File: config.mk
export PLATFORM = sky130hd
export DESIGN_NAME = b06_irq_source
export DESIGN_NICKNAME = d
export VERILOG_FILES = /design/src/rtl/b06_irq_source.sv
export SDC_FILE = /design/constraint.sdc
export NUM_CORES = 1
export LEC_CHECK = 0
export BUFFER_PORTS_ARGS = -buffer_cell sky130_fd_sc_hd__buf_2
export CAP_MARGIN = 10
export CORE_ASPECT_RATIO = 0.9
export CORE_MARGIN = 2
export CORE_UTILIZATION = 57
export CTS_BUF_LIST = sky130_fd_sc_hd__clkbuf_4
export DETAILED_ROUTE_END_ITERATION = 10
export GPL_ROUTABILITY_DRIVEN = 1
export PLACE_DENSITY = 0.81
export SETUP_SLACK_MARGIN = 0.5
export SLEW_MARGIN = 5
export SYNTH_ARGS = -nofsm -noshare
export SYNTH_HDL_FRONTEND = slang
export SYNTH_SLANG_ARGS = --single-unit
File: constraint.sdc
create_clock -name clock_i -period 2.4 [get_ports clock_i]
set_clock_uncertainty 0.15 [all_clocks]
set_input_delay 0.24 -clock clock_i [delete_from_list [all_inputs] [get_ports clock_i]]
set_output_delay 0.24 -clock clock_i [all_outputs]
set_load 0.005 [all_outputs]
File: src/rtl/b06_irq_source.sv
// Request side of the b06 interrupt handshake: queues local events and presents them one at a
// time on eql/cont_eql, tracking ackout with a timeout and reporting served/error status.
module b06_irq_source #(
    parameter int unsigned MAX_PEND = 7,
    parameter int unsigned PW       = 3,
    parameter int unsigned TIMEOUT  = 15,
    parameter int unsigned TW       = 4,
    parameter int unsigned SW       = 8
) (
    input  logic          clock_i,
    input  logic          reset_ni,
    input  logic          irq_req_i,
    input  logic          clr_err_i,
    input  logic          ackout_i,
    output logic          eql_o,
    output logic          cont_eql_o,
    output logic          busy_o,
    output logic [PW-1:0] pend_cnt_o,
    output logic [SW-1:0] served_cnt_o,
    output logic          ovf_err_o,
    output logic          tmo_err_o
);

    typedef enum logic [1:0] {StIdle, StAssert, StHold, StRelease} state_e;

    localparam logic [PW-1:0] PendMax = PW'(MAX_PEND);
    localparam logic [PW-1:0] PendOne = PW'(1);
    // Timer counts completed assertion cycles; the last one aborts the request.
    localparam logic [TW-1:0] TmoLast = TW'(TIMEOUT - 1);

    state_e        state_q, state_d;
    logic [TW-1:0] timer_q, timer_d;
    logic [PW-1:0] pend_q, pend_d;
    logic [SW-1:0] served_q, served_d;
    logic          eql_q, eql_d;
    logic          cont_q, cont_d;
    logic          busy_q, busy_d;
    logic          ovf_q, ovf_d;
    logic          tmo_q, tmo_d;
    logic          ack_take, tmo_hit, ovf_set;

    always_comb begin
        ack_take = (state_q == StAssert) && ackout_i;
        tmo_hit  = (state_q == StAssert) && !ackout_i && (timer_q == TmoLast);
        state_d  = state_q;
        timer_d  = timer_q;

        case (state_q)
            StIdle: begin
                timer_d = '0;
                if (pend_q != '0) state_d = StAssert;
            end
            StAssert: begin
                timer_d = timer_q + TW'(1);
                if (ackout_i)     state_d = StHold;
                else if (tmo_hit) state_d = StRelease;
            end
            StHold: begin
                if (!ackout_i) state_d = StRelease;
            end
            StRelease: begin
                timer_d = '0;
                if (!ackout_i) state_d = StIdle;
            end
            default: state_d = StIdle;
        endcase

        // An ack and a new request on the same edge cancel out, even when saturated.
        pend_d  = pend_q;
        ovf_set = 1'b0;
        if (ack_take && !irq_req_i) begin
            pend_d = pend_q - PendOne;
        end else if (!ack_take && irq_req_i) begin
            if (pend_q == PendMax) ovf_set = 1'b1;
            else                   pend_d  = pend_q + PendOne;
        end

        served_d = ack_take ? served_q + SW'(1) : served_q;
        ovf_d    = ovf_set | (ovf_q & !clr_err_i);
        tmo_d    = tmo_hit | (tmo_q & !clr_err_i);

        eql_d  = (state_d == StAssert) || (state_d == StHold);
        busy_d = (state_d != StIdle);
        case (state_d)
            StAssert: cont_d = (pend_d > PendOne);
            StHold:   cont_d = cont_q;
            default:  cont_d = 1'b0;
        endcase
    end

    always_ff @(posedge clock_i or negedge reset_ni) begin
        if (!reset_ni) begin
            state_q  <= StIdle;
            timer_q  <= '0;
            pend_q   <= '0;
            served_q <= '0;
            eql_q    <= 1'b0;
            cont_q   <= 1'b0;
            busy_q   <= 1'b0;
            ovf_q    <= 1'b0;
            tmo_q    <= 1'b0;
        end else begin
            state_q  <= state_d;
            timer_q  <= timer_d;
            pend_q   <= pend_d;
            served_q <= served_d;
            eql_q    <= eql_d;
            cont_q   <= cont_d;
            busy_q   <= busy_d;
            ovf_q    <= ovf_d;
            tmo_q    <= tmo_d;
        end
    end

    assign eql_o        = eql_q;
    assign cont_eql_o   = cont_q;
    assign busy_o       = busy_q;
    assign pend_cnt_o   = pend_q;
    assign served_cnt_o = served_q;
    assign ovf_err_o    = ovf_q;
    assign tmo_err_o    = tmo_q;

endmodule

==> impl_metrics.env <==
export IMPL_endpoint_kind="register"
export IMPL_yosysTopAreaCell="dfrtp_1"
export IMPL_hp_class="input port to register"
export IMPL_synth_warnings=0
export IMPL_dp_slack_ns=0.235
export IMPL_fin_tns_setup_ns=0
export IMPL_fin_area_um2=1580
export IMPL_dieArea_um2=2560
export IMPL_synthFlopType="dfrtp_1"
export IMPL_overflow=0
export IMPL_reg2reg_to="cont_eql_o"
export IMPL_finalCriticalPeriod_ns=1.99
export IMPL_wire_per_inst_um=15.8
export IMPL_num_io_pins=21
export IMPL_die_h_um=48.2
export IMPL_worst_slew_pin_transition_ns=0.497
export IMPL_drt_iter0_markers=15
export IMPL_portBuffers=20
export IMPL_grt_use_total=0.220
export IMPL_cts_tree="built"
export IMPL_synth_nets=139
export IMPL_syn_avg_cell_area_um2=10.4
export IMPL_syn2layout_area_growth_pct=27.5
export IMPL_gp_congestion=0.750
export IMPL_grt_pass1_wl_um=3910
export IMPL_r2r_start="timer_q[0]"
export IMPL_num_vias=965
export IMPL_antenna_found_initial=0
export IMPL_power_total_mw=1.86
export IMPL_synth_area_leaders="dfrtp_1 (44%), ha_1 (15%), xnor2_1 (5.7%), mux2i_1 (4.0%), inv_1 (3.6%)"
export IMPL_timing_reg2reg_setup_slack_ns=0.41
export IMPL_worstSetupPathType="register to register"
export IMPL_routed_wl_um=2790
export IMPL_htreeDepth=1
export IMPL_num_rows=15
export IMPL_drc=0
export IMPL_place_hpwl_um=1650
export IMPL_detailed_place_area_um2=1360
export IMPL_layout_nets=173
export IMPL_vias_per_cell=5.48
export IMPL_initial_utilization=0.622
export IMPL_r2r_cells=9
export IMPL_final_layout_size_suffix_gt1_frac=0.377
export IMPL_clock_latency_ns=0.31
export IMPL_synth_edf_count=0
export IMPL_grt_max_degree=23
export IMPL_fillers=123
export IMPL_die_x_um=53.1
export IMPL_numCtsBuffers=3
export IMPL_ys_ff_latch=22
export IMPL_clkSinkCount=22
export IMPL_finalSetupViolCount=0
export IMPL_cellLeakagePower_nw=0.749
export IMPL_core_area_um2=1990
export IMPL_setup_slack_ns=0.409
export IMPL_synth_async_reset_ratio=1.00
export IMPL_ctsRootBufferMaster="clkbuf_4"
export IMPL_grt_pass1_vias=858
export IMPL_netlist_area_leader_share=0.445
export IMPL_hold_slack_ns=0.0615
export IMPL_critPathArrivalTime_ns=2.03
export IMPL_crit_required_ns=2.44
export IMPL_syn_inst=119
export IMPL_ys_types=28
export IMPL_slew_headroom=0.669
export IMPL_post_route_period_util=0.829
export IMPL_cp_endpoint="cont_eql_o"
export IMPL_hp_start="ackout_i"
export IMPL_critical_path_startpoint="timer_q[0]"
export IMPL_max_cap_violations=0
export IMPL_ant_nets=0
export IMPL_fmax_mhz=502
export IMPL_insertedDiodeCount=0
export IMPL_cts_max_path_buffers=2
export IMPL_syn_area_um2=1240
export IMPL_cp_max_fo=2
export IMPL_peakVddDrop_mv=0.780
export IMPL_rsz0062_at_grt="true"
export IMPL_power_density_nw_per_um2=1180
export IMPL_drv_slew=0
export IMPL_ys_seq_area_frac=0.445
export IMPL_outcome="complete, no violations"
export IMPL_final_hold_viol_count=0
export IMPL_start_kind="register"
export IMPL_first_pass_iters=4
export IMPL_clkTransAtPathRegs_ns=0.12
==> cell usage after synthesis (2+ instances only) <==
| cell type | instances |
|---|---|
| o22ai_1 | 2 |
| nand3_1 | 6 |
| dfrtp_1 | 22 |
| nand2_1 | 11 |
| xnor2_1 | 8 |
| a22oi_1 | 2 |
| o21ai_0 | 7 |
| ha_1 | 15 |
| a31oi_1 | 2 |
| nor2_1 | 3 |
| o21a_1 | 2 |
| nand4_1 | 3 |
| a21oi_1 | 4 |
| mux2i_1 | 5 |
| inv_1 | 12 |
| nor2b_1 | 3 |
==> cells by family (layout without fill, tap and decap cells) <==
family	count (synthesis)	in the layout	share of synthesized area
AOI/OAI and AO/OA	22	22	0.110
xor gates and xnor gates	8	8	0.0566
adders and majority gates	15	15	0.152
buffers and inverters	14	46	0.0485
DFF	22	22	0.445
muxes	7	7	0.0586
and+or+nand+nor	31	31	0.129
==> per-stage QoR <==
| step | cells | util |
|---|---|---|
| finish | 176 | 0.793 |
| global route | 176 | 0.793 |
| CTS | 173 | 0.758 |
| detailed placement | 162 | 0.682 |
| global placement | 162 | 0.682 |
| floorplan | 119 | - |
==> report_power, final <==
| group | total, mW | switching [mW] | internal, mW | leakage, nW |
|---|---|---|---|---|
| registers | 0.650 | 0.140 | 0.510 | 0.275 |
| logic | 1.04 | 0.531 | 0.514 | 0.459 |
| clock network | 0.170 | 0.111 | 0.0588 | 0.0138 |
| total | 1.86 | 0.782 | 1.08 | 0.749 |
==> area by class of cell <==
cell class / instances / area (um^2) / share of cell area
multi-input cells: 83 / 728 / 0.462
flip-flops and latches: 22 / 553 / 0.351
repair buffers: 31 / 195 / 0.124
inverters: 12 / 47.5 / 0.0301
well taps: 25 / 31.3 / 0.0198
clock buffers: 3 / 22.5 / 0.0143
==> routing by layer <==
layer / up-vias / routed length, um / track usage / part of all wire
li1: 472 / - / - / -
met1: 457 / 1280 / 0.270 / 0.46
met2: 29 / 1320 / 0.360 / 0.48
met3: 7 / 124 / 0.0706 / 0.045
met4: 0 / 57 / 0.103 / 0.020
met5: - / 0 / 0 / 0
==> critical path, stage by stage (launching register included) <==
cell and delay, ns:
dfrtp_1 0.43, inv_2 0.10, ha_4 0.15, a31oi_1 0.12, o22ai_2 0.20, nor2_2 0.08
o21ai_2 0.16, ha_2 0.22, mux2i_1 0.21, a31oi_1 0.07
==> sequential cells by signal, indices dropped and copies added (netlist names) <==
| signal | count |
|---|---|
| ovf_err_o | 1 |
| pend_cnt_o | 3 |
| served_cnt_o | 8 |
| cont_eql_o | 1 |
| state_q | 2 |
| timer_q | 4 |
| eql_o | 1 |
| tmo_err_o | 1 |
| busy_o | 1 |
==> timing repair <==
action                                  in CTS  in global routing
hold buffers                                 2                  0
pin swaps                                   10                  6
setup buffers                                6                  3
gates resized for setup                     20                 11
endpoints found under the setup margin       3                  3
endpoints found under the hold margin       24                  0
==> placed cells by master (no fill, tap or decap), types with 4 or more instances in the layout <==
| master | instances |
|---|---|
| mux2i_1 | 5 |
| nand3_1 | 5 |
| ha_4 | 4 |
| buf_4 | 7 |
| buf_2 | 20 |
| xnor2_1 | 8 |
| o21ai_0 | 4 |
| inv_1 | 8 |
| nand2_1 | 11 |
| dfrtp_1 | 20 |
| ha_1 | 9 |
==> worst min-delay path by stage <==
stage / endpoint / slack, ns / depth (start not counted)
final: tmo_err_o / 0.06 / 2
after global placement: served_cnt_o[4] / 0.08 / 1
after detailed placement: served_cnt_o[4] / 0.09 / 1
after floorplan: busy_o / -0.21 / 0
after global routing: tmo_err_o / 0.06 / 2
after CTS: tmo_err_o / 0.04 / 2
Power figures use the tool's default switching activity.
